## config.mk

```make
export PLATFORM = sky130hd
export DESIGN_NAME = audio_frame_sched_flat
export DESIGN_NICKNAME = d
export VERILOG_FILES = /design/src/rtl/audio_frame_sched_pkg.sv /design/src/rtl/audio_frame_sched_if.sv /design/src/rtl/audio_frame_sched_sat.sv /design/src/rtl/audio_frame_sched.sv /design/src/flat_wrapper.sv
export SDC_FILE = /design/constraint.sdc
export NUM_CORES = 1
export LEC_CHECK = 0
export BUFFER_PORTS_ARGS = -buffer_cell sky130_fd_sc_hd__buf_4
export CAP_MARGIN = 20
export CORE_AREA = 2 2 158 160
export CTS_BUF_LIST = sky130_fd_sc_hd__clkbuf_4
export DETAILED_ROUTE_END_ITERATION = 16
export DIE_AREA = 0 0 160 162
export MAX_ROUTING_LAYER = met4
export PLACE_DENSITY = 0.76
export SYNTH_ARGS = -nofsm -noshare
export SYNTH_HDL_FRONTEND = slang
export SYNTH_SLANG_ARGS = --single-unit
```

## constraint.sdc

```tcl
create_clock -name clock -period 5.45 [get_ports clock]
set_input_delay 0.545 -clock clock [delete_from_list [all_inputs] [get_ports clock]]
set_output_delay 0.545 -clock clock [all_outputs]
set_load 0.01 [all_outputs]
```

## src/rtl/audio_frame_sched_pkg.sv

```systemverilog
// Shared definitions for the audio frame scheduler.
//   ACC_GUARD      : headroom bits added above the sample width in the mix
//                    accumulator (W+3 holds the sum of up to 8 full-scale samples)
//   sched_state_e  : mixer FSM encoding (IDLE=0, ACC=1, PUB=2)
package audio_frame_sched_pkg;

    localparam int ACC_GUARD = 3;

    typedef enum logic [1:0] {
        ST_IDLE = 2'd0,
        ST_ACC  = 2'd1,
        ST_PUB  = 2'd2
    } sched_state_e;

endpackage

```

## src/rtl/audio_frame_sched_if.sv

```systemverilog
// Source/encoder bundle of the audio frame scheduler.
//   src_valid/src_ready : per-source handshake. A sample moves on a rising edge
//                         where valid & ready are both high. Ready is a registered
//                         "slot empty" flag and never depends on valid. A source
//                         may raise or drop valid at any time.
//   src_l/src_r         : per-source samples, source i at [i*W +: W]
//   mute                : per-source mute (slot is still consumed)
//   l/r/frame           : mixed pair to the encoder; frame pulses when l/r change
//   underrun            : per-source pulse, slot was empty at the frame tick
// master = sources/encoder side (testbench), slave = scheduler.
interface audio_frame_sched_if #(
    parameter int NSRC = 3,
    parameter int W    = 16
);
    logic [NSRC-1:0]   src_valid;
    logic [NSRC-1:0]   src_ready;
    logic [NSRC*W-1:0] src_l;
    logic [NSRC*W-1:0] src_r;
    logic [NSRC-1:0]   mute;
    logic [W-1:0]      l;
    logic [W-1:0]      r;
    logic              frame;
    logic [NSRC-1:0]   underrun;

    modport master (
        output src_valid, src_l, src_r, mute,
        input  src_ready, l, r, frame, underrun
    );

    modport slave (
        input  src_valid, src_l, src_r, mute,
        output src_ready, l, r, frame, underrun
    );
endinterface

```

## src/rtl/audio_frame_sched_sat.sv

```systemverilog
// Combinational clamp of a signed ACC_W-bit accumulator to a signed W-bit word.
//   acc_i : signed accumulator value
//   sat_o : value clamped to [-2^(W-1), 2^(W-1)-1]
module audio_frame_sched_sat #(
    parameter int W     = 16,
    parameter int ACC_W = W + 3
) (
    input  logic [ACC_W-1:0] acc_i,
    output logic [W-1:0]     sat_o
);
    logic ovf;

    always_comb begin
        // The value fits in W bits only if every bit from the W-bit sign
        // position upward equals the accumulator sign bit.
        ovf = (acc_i[ACC_W-1:W-1] != {(ACC_W-W+1){acc_i[ACC_W-1]}});
        if (!ovf) begin
            sat_o = acc_i[W-1:0];
        end else if (acc_i[ACC_W-1]) begin
            sat_o = {1'b1, {(W-1){1'b0}}};
        end else begin
            sat_o = {1'b0, {(W-1){1'b1}}};
        end
    end
endmodule

```

## src/rtl/audio_frame_sched.sv

```systemverilog
// Frame-rate audio scheduler and mixer in front of the I2S encoder.
// Holds one stereo sample per source, snapshots all slots at each frame tick,
// then mixes the snapshot through a single shared adder (one source per cycle)
// and publishes a saturated l/r pair that stays stable for the rest of the frame.
//   clock, reset_n : system clock, asynchronous active-low reset
//   bus            : source handshakes, mute, mixed output and underrun pulses
//   dbg_state_o    : current mixer FSM state
module audio_frame_sched
    import audio_frame_sched_pkg::*;
#(
    parameter int NSRC      = 3,
    parameter int W         = 16,
    parameter int FRAME_DIV = 1024
) (
    input  logic                clock,
    input  logic                reset_n,
    audio_frame_sched_if.slave  bus,
    output sched_state_e        dbg_state_o
);
    localparam int ACC_W = W + ACC_GUARD;
    localparam int CW    = (FRAME_DIV > 1) ? $clog2(FRAME_DIV) : 1;
    localparam int IW    = (NSRC > 1) ? $clog2(NSRC) : 1;
    localparam logic [CW-1:0] CNT_LAST = CW'(FRAME_DIV - 1);
    localparam logic [IW-1:0] IDX_LAST = IW'(NSRC - 1);

    // frame counter
    logic [CW-1:0] cnt_q, cnt_d;
    logic          tick;

    // holding slots and the staging bank used by the mix
    logic [NSRC-1:0]         full_q, full_d;
    logic [NSRC-1:0][W-1:0]  slot_l_q, slot_l_d, slot_r_q, slot_r_d;
    logic [NSRC-1:0]         stage_full_q, stage_full_d;
    logic [NSRC-1:0][W-1:0]  stage_l_q, stage_l_d, stage_r_q, stage_r_d;
    logic [NSRC-1:0]         underrun_q, underrun_d;
    logic [NSRC-1:0]         xfer;

    // mixer
    sched_state_e     state_q, state_d;
    logic [IW-1:0]    idx_q, idx_d;
    logic [ACC_W-1:0] acc_l_q, acc_l_d, acc_r_q, acc_r_d;
    logic [ACC_W-1:0] add_l, add_r, sum_l, sum_r;
    logic [W-1:0]     sel_l, sel_r, sat_l, sat_r;
    logic             use_src;
    logic [W-1:0]     l_q, l_d, r_q, r_d;

    assign tick  = (cnt_q == CNT_LAST);
    assign cnt_d = tick ? '0 : cnt_q + 1'b1;

    // Ready is the registered inverse of full, so it never depends on valid.
    assign xfer = bus.src_valid & ~full_q;

    always_comb begin
        // A transfer in the tick cycle lands in the freshly emptied slot and
        // belongs to the next frame; the snapshot below takes the old contents.
        full_d   = tick ? xfer : (full_q | xfer);
        slot_l_d = slot_l_q;
        slot_r_d = slot_r_q;
        for (int i = 0; i < NSRC; i++) begin
            if (xfer[i]) begin
                slot_l_d[i] = bus.src_l[i*W +: W];
                slot_r_d[i] = bus.src_r[i*W +: W];
            end
        end
        stage_full_d = tick ? full_q   : stage_full_q;
        stage_l_d    = tick ? slot_l_q : stage_l_q;
        stage_r_d    = tick ? slot_r_q : stage_r_q;
        underrun_d   = tick ? ~full_q  : '0;
    end

    // Shared adder: one staged source per ACC cycle, sign-extended to ACC_W.
    always_comb begin
        sel_l   = stage_l_q[idx_q];
        sel_r   = stage_r_q[idx_q];
        use_src = stage_full_q[idx_q] & ~bus.mute[idx_q];
        add_l   = use_src ? {{ACC_GUARD{sel_l[W-1]}}, sel_l} : '0;
        add_r   = use_src ? {{ACC_GUARD{sel_r[W-1]}}, sel_r} : '0;
        sum_l   = acc_l_q + add_l;
        sum_r   = acc_r_q + add_r;
    end

    audio_frame_sched_sat #(.W(W), .ACC_W(ACC_W)) u_sat_l (.acc_i(sum_l), .sat_o(sat_l));
    audio_frame_sched_sat #(.W(W), .ACC_W(ACC_W)) u_sat_r (.acc_i(sum_r), .sat_o(sat_r));

    always_comb begin
        state_d = state_q;
        idx_d   = idx_q;
        acc_l_d = acc_l_q;
        acc_r_d = acc_r_q;
        l_d     = l_q;
        r_d     = r_q;
        case (state_q)
            ST_IDLE: begin
                if (tick) begin
                    state_d = ST_ACC;
                    idx_d   = '0;
                    acc_l_d = '0;
                    acc_r_d = '0;
                end
            end
            ST_ACC: begin
                acc_l_d = sum_l;
                acc_r_d = sum_r;
                idx_d   = idx_q + 1'b1;
                if (idx_q == IDX_LAST) begin
                    // l/r are loaded on entry to PUB so they change exactly in
                    // the cycle frame is high, NSRC+1 cycles after the tick.
                    state_d = ST_PUB;
                    idx_d   = '0;
                    l_d     = sat_l;
                    r_d     = sat_r;
                end
            end
            ST_PUB: begin
                state_d = ST_IDLE;
            end
            default: begin
                state_d = ST_IDLE;
            end
        endcase
    end

    always_ff @(posedge clock or negedge reset_n) begin
        if (!reset_n) begin
            cnt_q        <= '0;
            full_q       <= '0;
            slot_l_q     <= '0;
            slot_r_q     <= '0;
            stage_full_q <= '0;
            stage_l_q    <= '0;
            stage_r_q    <= '0;
            underrun_q   <= '0;
            state_q      <= ST_IDLE;
            idx_q        <= '0;
            acc_l_q      <= '0;
            acc_r_q      <= '0;
            l_q          <= '0;
            r_q          <= '0;
        end else begin
            cnt_q        <= cnt_d;
            full_q       <= full_d;
            slot_l_q     <= slot_l_d;
            slot_r_q     <= slot_r_d;
            stage_full_q <= stage_full_d;
            stage_l_q    <= stage_l_d;
            stage_r_q    <= stage_r_d;
            underrun_q   <= underrun_d;
            state_q      <= state_d;
            idx_q        <= idx_d;
            acc_l_q      <= acc_l_d;
            acc_r_q      <= acc_r_d;
            l_q          <= l_d;
            r_q          <= r_d;
        end
    end

    assign bus.src_ready = ~full_q;
    assign bus.l         = l_q;
    assign bus.r         = r_q;
    assign bus.frame     = (state_q == ST_PUB);
    assign bus.underrun  = underrun_q;
    assign dbg_state_o   = state_q;
endmodule

```

## src/flat_wrapper.sv

```systemverilog
// flat-port wrapper written by rule: the top's interface ports become plain ports
module audio_frame_sched_flat import audio_frame_sched_pkg::*;
#(
    parameter int NSRC      = 3,
    parameter int W         = 16,
    parameter int FRAME_DIV = 1024
)
  (clock, reset_n, dbg_state_o, bus_src_valid, bus_src_l, bus_src_r, bus_mute, bus_src_ready, bus_l, bus_r, bus_frame, bus_underrun);
  audio_frame_sched_if #(.NSRC(NSRC), .W(W)) bus_i ();
  input  logic clock;
  input  logic reset_n;
  output sched_state_e dbg_state_o;
  input wire logic [$bits(bus_i.src_valid)-1:0] bus_src_valid;
  input wire logic [$bits(bus_i.src_l)-1:0] bus_src_l;
  input wire logic [$bits(bus_i.src_r)-1:0] bus_src_r;
  input wire logic [$bits(bus_i.mute)-1:0] bus_mute;
  output wire logic [$bits(bus_i.src_ready)-1:0] bus_src_ready;
  output wire logic [$bits(bus_i.l)-1:0] bus_l;
  output wire logic [$bits(bus_i.r)-1:0] bus_r;
  output wire logic [$bits(bus_i.frame)-1:0] bus_frame;
  output wire logic [$bits(bus_i.underrun)-1:0] bus_underrun;
  assign bus_i.src_valid = bus_src_valid;
  assign bus_i.src_l = bus_src_l;
  assign bus_i.src_r = bus_src_r;
  assign bus_i.mute = bus_mute;
  assign bus_src_ready = bus_i.src_ready;
  assign bus_l = bus_i.l;
  assign bus_r = bus_i.r;
  assign bus_frame = bus_i.frame;
  assign bus_underrun = bus_i.underrun;
  audio_frame_sched #(.NSRC(NSRC), .W(W), .FRAME_DIV(FRAME_DIV)) u_core (.clock(clock), .reset_n(reset_n), .bus(bus_i), .dbg_state_o(dbg_state_o));
endmodule
```

==> impl_results.html, run 1 <==
<table>
<tr><th>Metric</th><th>Value</th></tr>
<tr><th colspan="2">Finish</th></tr>
<tr><td>Finished Cell Area</td><td>15,600 um^2</td></tr>
<tr><td>Non-filler instance count after layout</td><td>1,830</td></tr>
<tr><td>Number of fill cells in the layout</td><td>2,003</td></tr>
<tr><td>Growth of design area from synthesis to finish</td><td>16.4%</td></tr>
<tr><td>Area of the multi-input gates</td><td>5940 um^2</td></tr>
<tr><td>Final net count</td><td>between 1,500 and 2,000</td></tr>
<tr><td>Share of layout cells above drive strength 1</td><td>0.261</td></tr>
<tr><td>Footprint of the flip-flops and latches</td><td>7130 um^2</td></tr>
<tr><th colspan="2">Clocking</th></tr>
<tr><td>Clock buffer count from CTS</td><td>72</td></tr>
<tr><td>CTS root buffer</td><td>sky130_fd_sc_hd__clkbuf_4</td></tr>
<tr><td>Clock transition at the register clock pins on the worst setup and hold paths after CTS</td><td>0.06 ns</td></tr>
<tr><td>Post-CTS setup buffer count</td><td>0</td></tr>
<tr><td>CTS max path bufs</td><td>3</td></tr>
<tr><td>H-tree levels</td><td>3</td></tr>
<tr><td>Number of sinks handled by clock tree synthesis</td><td>285</td></tr>
<tr><td>TritonCTS clock tree</td><td>done</td></tr>
<tr><td>Clock network latency to the later pin of the worst-skew pair</td><td>0.69 ns</td></tr>
<tr><th colspan="2">Setup path</th></tr>
<tr><td>Arr. time, crit path</td><td>5.27 ns</td></tr>
<tr><td>Number of cells on the worst reg-to-reg path</td><td>13</td></tr>
<tr><td>Top delay family on crit path</td><td>compound AO/OA/AOI/OAI gates</td></tr>
<tr><td>Endpoint class of the critical path</td><td>flop</td></tr>
<tr><td>CP startpoint</td><td>u_core.idx_q[1]$_DFFE_PN0P_</td></tr>
<tr><td>Type of the worst setup path</td><td>flop to flop</td></tr>
<tr><td>Worst EP required</td><td>6.04 ns</td></tr>
<tr><td>Startpoint of the most critical register-to-register path</td><td>u_core.idx_q[1]$_DFFE_PN0P_</td></tr>
<tr><td>Crit Path Max Fanout</td><td>21</td></tr>
<tr><td>Largest stage delay on the critical path</td><td>approximately 0.66 ns</td></tr>
<tr><td>Capture point of the worst reg-to-reg path</td><td>u_core.bus.l[14]$_DFFE_PN0P_</td></tr>
<tr><td>Critical path startpoint category</td><td>flop</td></tr>
<tr><td>Critical-path cell with the highest stage delay</td><td>sky130_fd_sc_hd__o21ai_2</td></tr>
<tr><td>Setup slack on the worst flop-to-flop path</td><td>0.78 ns</td></tr>
<tr><td>Ordered list of cells on the worst path</td><td>o32ai_1 -&gt; o21ai_2 -&gt; buf_4 -&gt; nor2_1 -&gt; ha_1 -&gt; a21oi_1 -&gt; o311a_1 -&gt; nand3_1 -&gt; a221oi_1 -&gt; xor2_1 -&gt; or4b_1 -&gt; a21o_1 -&gt; a22oi_1</td></tr>
<tr><td>Crit path buffers/inverters</td><td>1</td></tr>
<tr><th colspan="2">GRT</th></tr>
<tr><td>Global router's overall resource usage</td><td>0.243</td></tr>
<tr><td>Total global routing overflow</td><td>0</td></tr>
<tr><td>Largest net degree at the start of global routing</td><td>135</td></tr>
<tr><td>Vias in the first global route</td><td>10,100</td></tr>
<tr><td>Initial antenna violation count</td><td>1</td></tr>
<tr><td>Global-route wire length before repair</td><td>roughly 50,000 um</td></tr>
<tr><th colspan="2">Floorplanning</th></tr>
<tr><td>Die area</td><td>25,900 um^2</td></tr>
<tr><td>Initial Utilization</td><td>0.555</td></tr>
<tr><td>Top-level I/O count</td><td>145</td></tr>
<tr><td>Overall die width</td><td>160 um</td></tr>
<tr><td>Row count</td><td>57</td></tr>
<tr><td>Area of the core</td><td>~24,000 um^2</td></tr>
<tr><td>Height of the die</td><td>162 um</td></tr>
<tr><th colspan="2">Logic synthesis</th></tr>
<tr><td>Main combinational cell family by area after synthesis</td><td>simple AND/OR/NAND/NOR gates</td></tr>
<tr><td>Count of mapped cells out of synthesis</td><td>roughly 1,300</td></tr>
<tr><td>Mapped Area</td><td>13,400 um^2</td></tr>
<tr><td>Area contributors post-synth</td><td>sky130_fd_sc_hd__dfrtp_1, sky130_fd_sc_hd__nand2_1, sky130_fd_sc_hd__mux2_2</td></tr>
<tr><td>Cell accounting for the most synthesized area</td><td>sky130_fd_sc_hd__dfrtp_1</td></tr>
<tr><td>Number of distinct standard cells referenced by the synthesized netlist</td><td>68</td></tr>
<tr><td>Count of flip-flops with a built-in enable after synthesis</td><td>0</td></tr>
<tr><td>Simple-Gate Fraction of Synth Area</td><td>0.155</td></tr>
<tr><td>Adder and majority cell fraction of the synthesized area</td><td>0.0376</td></tr>
<tr><td>Proportion of synthesized chip area in sequential cells</td><td>0.533</td></tr>
<tr><td>Net count after synthesis</td><td>1,447</td></tr>
<tr><td>Most used DFF post-synth</td><td>sky130_fd_sc_hd__dfrtp_1</td></tr>
<tr><td>Number of register bits inferred by synthesis</td><td>285</td></tr>
<tr><td>Most frequent cells after synthesis</td><td>sky130_fd_sc_hd__nand2_1, sky130_fd_sc_hd__dfrtp_1, sky130_fd_sc_hd__mux2_2</td></tr>
<tr><td>Proportion of synthesized flip-flops having asynchronous set or reset</td><td>1.00</td></tr>
<tr><td>Cell with the most instances after synthesis</td><td>sky130_fd_sc_hd__nand2_1</td></tr>
<tr><td>Number of warnings issued by yosys</td><td>0</td></tr>
<tr><td>Xor/xnor cell area share of the yosys netlist</td><td>0.0229</td></tr>
<tr><td>Per-instance average area after synthesis</td><td>10.3 um^2</td></tr>
<tr><td>Yosys top cell area share</td><td>0.533</td></tr>
<tr><td>Compound-gate portion of the synthesized area</td><td>0.117</td></tr>
<tr><td>Portion of netlist area occupied by mux cells</td><td>0.107</td></tr>
<tr><th colspan="2">Timing</th></tr>
<tr><td>Final critical-path required period</td><td>4.67 ns</td></tr>
<tr><td>Final Skew</td><td>between 0.05 and 0.06 ns</td></tr>
<tr><td>Highest Clock Rate</td><td>0.214 GHz</td></tr>
<tr><td>Fraction of the cycle the final worst path needs</td><td>0.858</td></tr>
<tr><td>Final count of negative-setup-slack endpoints</td><td>0</td></tr>
<tr><td>Final TNS setup</td><td>0 ns</td></tr>
<tr><td>Max-slew headroom at the worst pin</td><td>0.353</td></tr>
<tr><td>Worst-Margin Slew</td><td>0.971 ns</td></tr>
<tr><td>Endpoints failing hold</td><td>0</td></tr>
<tr><td>Final count of pins violating max slew</td><td>0</td></tr>
<tr><td>Unrepaired setup endpoints after global routing</td><td>false</td></tr>
<tr><th colspan="2">Worst hold path</th></tr>
<tr><td>Capture endpoint of the worst hold path</td><td>u_core.slot_l_q[18]$_DFFE_PN0P_</td></tr>
<tr><td>Worst hold-check path type</td><td>input pin to flop</td></tr>
<tr><td>Worst Hold Path Cells</td><td>2</td></tr>
<tr><td>Worst min-delay path startpoint</td><td>bus_src_l[18]</td></tr>
<tr><th colspan="2">Route</th></tr>
<tr><td>Iter 0 DRT Violations</td><td>660</td></tr>
<tr><td>Routed WL per cell</td><td>16.2 um</td></tr>
<tr><td>Count of vias placed by the detailed router</td><td>~10,000</td></tr>
<tr><td>Number of routed nets with antenna violations</td><td>0</td></tr>
<tr><td>Final wirelength</td><td>29,700 um</td></tr>
<tr><td>Routed via count divided by cell count</td><td>5.47</td></tr>
<tr><td>Post-route DRC</td><td>0</td></tr>
<tr><td>First-pass detailed-route iteration total</td><td>5</td></tr>
<tr><th colspan="2">Placed design</th></tr>
<tr><td># port buffers</td><td>~140</td></tr>
<tr><td>Detailed Place HPWL</td><td>20,400 um</td></tr>
<tr><td>Total instance count after detailed placement</td><td>1,717</td></tr>
<tr><td>GPL Wtd Cong</td><td>0.887</td></tr>
<tr><td>Total placed instance area</td><td>14,800 um^2</td></tr>
<tr><th colspan="2">Pwr</th></tr>
<tr><td>VDD IR-drop max</td><td>0.199 mV</td></tr>
<tr><td>Leakage power summed over all cells</td><td>~8 nW</td></tr>
<tr><td>Total power divided by cell area</td><td>between 200 and 300 nW/um^2</td></tr>
<tr><th colspan="2">Status</th></tr>
<tr><td>Run status</td><td>finished, final reports clean</td></tr>
<tr><th colspan="2">Run</th></tr>
<tr><td>Max Cap Violations</td><td>0</td></tr>
</table>
-- cell families (layout without fill, tap and decap cells) --
group                    count (synthesis)  in the layout
XOR/XNOR                                35             35
AO/OA/AOI/OAI                          218            218
flip-flops                             285            285
adder cells (fa/ha/maj)                 39             39
AND/OR/NAND/NOR                        504            504
buffers and inverters                   92            293
other                                    0              1
multiplexers                           131            131
-- repair_timing --
item	4_1_cts	5_1_grt
hold buffers	1	0
gates resized for setup	0	0
endpoints found under the hold margin	1	0
-- routing by layer --
metal,track usage,vias to the layer above,share of wire
met5,-,-,0
met1,0.347,4872,0.48
met2,0.355,263,0.45
met4,0.0721,0,0.015
met3,0.0480,41,0.060
li1,-,4829,-
-- flip-flops by register name, indices dropped and copies added (netlist names) --
signal	count
u_core.bus.r	16
u_core.stage_r_q	48
u_core.stage_l_q	48
u_core.dbg_state_o	2
u_core.slot_l_q	48
u_core.acc_r_q	19
u_core.acc_l_q	19
u_core.bus.l	16
u_core.stage_full_q	3
u_core.bus.underrun	3
u_core.full_q	3
u_core.slot_r_q	48
u_core.idx_q	2
u_core.cnt_q	10
-- per-stage QoR --
step / hold slack (ns) / util / setup slack, ns / power [mW]
after floorplan: 0.249 / - / 1.35 / 2.80
after global placement: 0.444 / 0.612 / 0.709 / 2.97
after detailed placement: 0.448 / 0.612 / 0.582 / 2.99
after CTS: 0.0422 / 0.646 / 0.594 / 4.67
after global routing: 0.0521 / 0.647 / 0.416 / 4.85
final: 0.0871 / 0.647 / 0.776 / 4.61
-- layout make-up --
class / count / share of cell area
diodes: 1 / 0.000161
flip-flops and latches: 285 / 0.458
multi-input cells: 927 / 0.381
clock inverters: 15 / 0.00626
well taps: 324 / 0.0260
repair buffers: 161 / 0.0782
inverters: 23 / 0.00554
clock buffers: 94 / 0.0453
-- cell usage in the layout, fill, tap and decap left out, types with 20 or more instances in the layout --
cell | netlist | routed
sky130_fd_sc_hd__nand2_1 | 340 | 340
sky130_fd_sc_hd__dfrtp_1 | 285 | 284
sky130_fd_sc_hd__buf_4 | 1 | 158
sky130_fd_sc_hd__mux2_2 | 97 | 97
sky130_fd_sc_hd__clkbuf_4 | 0 | 95
sky130_fd_sc_hd__nor2_1 | 91 | 91
sky130_fd_sc_hd__a21oi_1 | 70 | 70
sky130_fd_sc_hd__ha_1 | 37 | 37
sky130_fd_sc_hd__mux2i_1 | 34 | 34
sky130_fd_sc_hd__o21ai_0 | 32 | 31
sky130_fd_sc_hd__a22o_1 | 28 | 28
sky130_fd_sc_hd__inv_1 | 23 | 23
sky130_fd_sc_hd__xnor2_1 | 20 | 20
-- worst max-delay path by stage --
stage | to | cells past startpoint
final | u_core.bus.l[14]$_DFFE_PN0P_ | 13
after floorplan | u_core.bus.l[10]$_DFFE_PN0P_ | 17
after CTS | u_core.bus.r[2]$_DFFE_PN0P_ | 15
after detailed placement | u_core.bus.r[8]$_DFFE_PN0P_ | 15
after global placement | u_core.bus.r[1]$_DFFE_PN0P_ | 15
after global routing | u_core.bus.l[9]$_DFFE_PN0P_ | 16
-- power by group --
group / internal (mW) / switching [mW] / total (mW)
Clock: 0.843 / 0.813 / 1.66
Sequential: 2.39 / 0.155 / 2.55
Combinational: 0.266 / 0.135 / 0.402
No activity file was read; power rests on OpenSTA's default activity.
==> inputs of run 2 (changes only) <==
--- a/config.mk
+++ b/config.mk
@@ -13,6 +13,7 @@
 export DIE_AREA = 0 0 160 162
 export MAX_ROUTING_LAYER = met4
 export PLACE_DENSITY = 0.76
+export REMOVE_ABC_BUFFERS = 1
 export SYNTH_ARGS = -nofsm -noshare
 export SYNTH_HDL_FRONTEND = slang
 export SYNTH_SLANG_ARGS = --single-unit
==> run 2 against run 1 <==
Net effect:
- combinational power is 1% higher
- setup slack worse by 0.017 ns
- register-to-register slack worse by 0.02 ns
- maximum frequency is 0.37% lower
- flip-flop and latch count stayed put
- critical path depth is 3 higher
- sequential power hardly changed
- largest power group unchanged
- sequential share of layout area is 0.77 points lower
==> impl_results.html, run 2 (synthesized netlist as in run 1, its figures left out) <==
<table>
<tr><th>Metric</th><th>Value</th></tr>
<tr><th colspan="2">Status</th></tr>
<tr><td>Run status</td><td>finished, final reports clean</td></tr>
<tr><th colspan="2">Floorplanning</th></tr>
<tr><td>Top-level I/O count</td><td>145 (unchanged)</td></tr>
<tr><td>Die area</td><td>25,900 um^2 (unchanged)</td></tr>
<tr><td>Area of the core</td><td>24,100 um^2 (unchanged)</td></tr>
<tr><td>Row count</td><td>57 (unchanged)</td></tr>
<tr><td>Height of the die</td><td>162 um (unchanged)</td></tr>
<tr><td>Initial Utilization</td><td>0.555 (unchanged)</td></tr>
<tr><td>Overall die width</td><td>160 um (unchanged)</td></tr>
<tr><th colspan="2">Clocking</th></tr>
<tr><td>TritonCTS clock tree</td><td>done</td></tr>
<tr><td>Clock transition at the register clock pins on the worst setup and hold paths after CTS</td><td>0.07 ns (about the same)</td></tr>
<tr><td>Clock network latency to the later pin of the worst-skew pair</td><td>0.69 ns (about the same)</td></tr>
<tr><td>CTS hold repair buffers</td><td>1 (unchanged)</td></tr>
<tr><td>H-tree levels</td><td>3 (unchanged)</td></tr>
<tr><td>Number of sinks handled by clock tree synthesis</td><td>285 (unchanged)</td></tr>
<tr><td>CTS max path bufs</td><td>3 (unchanged)</td></tr>
<tr><td>Clock buffer count from CTS</td><td>76 (+5.6%)</td></tr>
<tr><td>CTS root buffer</td><td>sky130_fd_sc_hd__clkbuf_4</td></tr>
<tr><td>Post-CTS setup buffer count</td><td>0 (unchanged)</td></tr>
<tr><td># resized after CTS</td><td>0 (unchanged)</td></tr>
<tr><th colspan="2">GRT</th></tr>
<tr><td>Vias in the first global route</td><td>10,300 (+1.9%)</td></tr>
<tr><td>Global-route wire length before repair</td><td>51,400 um (+3.2%)</td></tr>
<tr><td>Total global routing overflow</td><td>0 (unchanged)</td></tr>
<tr><td>Largest net degree at the start of global routing</td><td>164 (+21%)</td></tr>
<tr><td>Initial antenna violation count</td><td>1 (unchanged)</td></tr>
<tr><td>GR Layer Usage met2</td><td>0.366 (+0.0106)</td></tr>
<tr><td>GR Util met1</td><td>0.358 (+0.0113)</td></tr>
<tr><td>Met3 Resource Use GR</td><td>0.0516 (+0.00358)</td></tr>
<tr><td>Busiest metal layer after global routing</td><td>met2</td></tr>
<tr><td>Global router's overall resource usage</td><td>0.251 (+0.00844)</td></tr>
<tr><th colspan="2">Timing</th></tr>
<tr><td>Fraction of the cycle the final worst path needs</td><td>0.861 (+0.00317)</td></tr>
<tr><td>Final count of pins violating max slew</td><td>0 (unchanged)</td></tr>
<tr><td>Worst hold-check slack</td><td>0.0964 ns (+0.00927 ns)</td></tr>
<tr><td>Endpoints failing hold</td><td>0 (unchanged)</td></tr>
<tr><td>Worst Setup Slack, final</td><td>0.759 ns (-0.0173 ns)</td></tr>
<tr><td>Highest Clock Rate</td><td>0.213 GHz (-0.37%)</td></tr>
<tr><td>Final critical-path required period</td><td>4.69 ns (+0.0173 ns)</td></tr>
<tr><td>Final TNS setup</td><td>0 ns (unchanged)</td></tr>
<tr><td>Final count of negative-setup-slack endpoints</td><td>0 (unchanged)</td></tr>
<tr><td>Worst-Margin Slew</td><td>1.09 ns (+0.123 ns)</td></tr>
<tr><td>Unrepaired setup endpoints after global routing</td><td>false</td></tr>
<tr><td>Final Skew</td><td>0.0394 ns (-0.0119 ns)</td></tr>
<tr><td>Max-slew headroom at the worst pin</td><td>0.270 (-0.0833)</td></tr>
<tr><th colspan="2">Route</th></tr>
<tr><td>Final wirelength</td><td>30,700 um (+3.3%)</td></tr>
<tr><td>First-pass detailed-route iteration total</td><td>5 (unchanged)</td></tr>
<tr><td>Post-route DRC</td><td>0 (unchanged)</td></tr>
<tr><td>Routed WL per cell</td><td>16.5 um (+1.9%)</td></tr>
<tr><td>Routed via count divided by cell count</td><td>5.47 (+0.11%)</td></tr>
<tr><td>Count of vias placed by the detailed router</td><td>10,200 (+1.5%)</td></tr>
<tr><td>Iter 0 DRT Violations</td><td>781 (+18%)</td></tr>
<tr><td>Number of routed nets with antenna violations</td><td>0 (unchanged)</td></tr>
<tr><th colspan="2">Pwr</th></tr>
<tr><td>Total power divided by cell area</td><td>307 nW/um^2 (+4.0%)</td></tr>
<tr><td>VDD IR-drop max</td><td>0.207 mV (+4.2%)</td></tr>
<tr><td>Leakage power summed over all cells</td><td>7.90 nW (+1.7%)</td></tr>
<tr><td>Total design power</td><td>4.87 mW (+5.7%)</td></tr>
<tr><th colspan="2">Setup path</th></tr>
<tr><td>Largest stage delay on the critical path</td><td>0.49 ns (-0.17 ns)</td></tr>
<tr><td>Crit Path Max Fanout</td><td>21 (unchanged)</td></tr>
<tr><td>Arr. time, crit path</td><td>5.27 ns (about the same)</td></tr>
<tr><td>Crit path buffers/inverters</td><td>3 (+2)</td></tr>
<tr><td>Endpoint class of the critical path</td><td>flop</td></tr>
<tr><td>Worst EP required</td><td>6.03 ns (about the same)</td></tr>
<tr><td>Critical path startpoint category</td><td>flop</td></tr>
<tr><td>Critical-path cell with the highest stage delay</td><td>sky130_fd_sc_hd__nor2b_2</td></tr>
<tr><td>Type of the worst setup path</td><td>flop to flop</td></tr>
<tr><td>Cell occurring most often along the worst timing path</td><td>sky130_fd_sc_hd__buf_4</td></tr>
<tr><td>Ordered list of cells on the worst path</td><td>buf_4 -&gt; nor2b_2 -&gt; buf_4 -&gt; a21oi_1 -&gt; nor2_1 -&gt; ha_1 -&gt; inv_1 -&gt; fa_1 -&gt; nor2b_1 -&gt; o31ai_1 -&gt; a211oi_1 -&gt; o211ai_1 -&gt; nand3b_1 -&gt; or4b_1 -&gt; a21o_1 -&gt; a22oi_1</td></tr>
<tr><td>Top delay family on crit path</td><td>compound AO/OA/AOI/OAI gates</td></tr>
<tr><th colspan="2">Placed design</th></tr>
<tr><td>Worst setup slack before clock tree synthesis</td><td>0.655 ns (+0.0723 ns)</td></tr>
<tr><td>Detailed Place HPWL</td><td>20,600 um (+1.1%)</td></tr>
<tr><td>GPL Wtd Cong</td><td>0.895 (+0.96%)</td></tr>
<tr><td>Total placed instance area</td><td>14,800 um^2 (+0.42%)</td></tr>
<tr><td>Total instance count after detailed placement</td><td>1,719 (+0.12%)</td></tr>
<tr><td># port buffers</td><td>144 (unchanged)</td></tr>
<tr><th colspan="2">Finish</th></tr>
<tr><td>Finished Cell Area</td><td>15,900 um^2 (+1.7%)</td></tr>
<tr><td>Share of layout cells above drive strength 1</td><td>0.269 (+0.00815)</td></tr>
<tr><td>Non-filler instance count after layout</td><td>1,855 (+1.4%)</td></tr>
<tr><td>Growth of design area from synthesis to finish</td><td>18.4%</td></tr>
<tr><td>Number of fill cells in the layout</td><td>2,004 (+0.050%)</td></tr>
<tr><td>Highest-count cells in the layout ignoring fill and taps</td><td>sky130_fd_sc_hd__nand2_1, sky130_fd_sc_hd__dfrtp_1, sky130_fd_sc_hd__buf_4</td></tr>
<tr><td>Final net count</td><td>1,618 (+0.31%)</td></tr>
<tr><td>Commonest non-fill, non-tap cell in the layout</td><td>sky130_fd_sc_hd__nand2_1</td></tr>
<tr><td>Final core utilization</td><td>0.658 (+0.0110)</td></tr>
<tr><th colspan="2">Run</th></tr>
<tr><td>Max Cap Violations</td><td>0 (unchanged)</td></tr>
<tr><th colspan="2">Worst hold path</th></tr>
<tr><td>Worst hold-check path type</td><td>input pin to flop</td></tr>
</table>
## run 2: changes by cell type in the layout (fill, tap and decap cells not counted), sizes merged
cell | before | now
clkinv | 11 | 13
clkinvlp | 1 | 2
buf | 159 | 161
bufinv | 1 | 2
clkbuf | 95 | 114
## run 2: cell type report
| class | count | area [um^2] | area share |
|---|---|---|---|
| diodes | 1 | 2.50 | 0.000158 |
| clock buffers | 114 | 856 | 0.0540 |
| clock inverters | 19 | 138 | 0.00868 |
| inverters | 23 | 86.3 | 0.00545 |
| multi-input cells | 927 | 5950 | 0.375 |
| flip-flops and latches | 285 | 7130 | 0.450 |
| well taps | 324 | 405 | 0.0256 |
| repair buffers | 162 | 1280 | 0.0807 |
## run 2: power by group
group          internal, mW  total, mW  switching [mW]
combinational         0.271      0.408           0.137
clock                  1.05       1.92           0.869
sequential             2.39       2.54           0.148
total                  3.72       4.87            1.15
## run 2: worst paths after layout
path	from	depth (start not counted)	to	slack, ns
worst max-delay path	u_core.idx_q[1]$_DFFE_PN0P_	16	u_core.bus.l[14]$_DFFE_PN0P_	0.76
worst min-delay path	bus_src_r[27]	2	u_core.slot_r_q[27]$_DFFE_PN0P_	0.1
worst max register to register	u_core.idx_q[1]$_DFFE_PN0P_	16	u_core.bus.l[14]$_DFFE_PN0P_	0.76
worst min register to register	u_core.slot_r_q[31]$_DFFE_PN0P_	2	u_core.stage_r_q[31]$_DFFE_PN0P_	0.44
max in group asynchronous	reset_n	3	u_core.bus.l[4]$_DFFE_PN0P_	3.48
min in group asynchronous	reset_n	2	u_core.slot_r_q[21]$_DFFE_PN0P_	0.52
## run 2: per-layer routing
layer  part of all wire  wire, um
met1               0.48     14700
met2               0.44     13600
met3              0.063      1950
met4              0.015       461
met5                  0         0
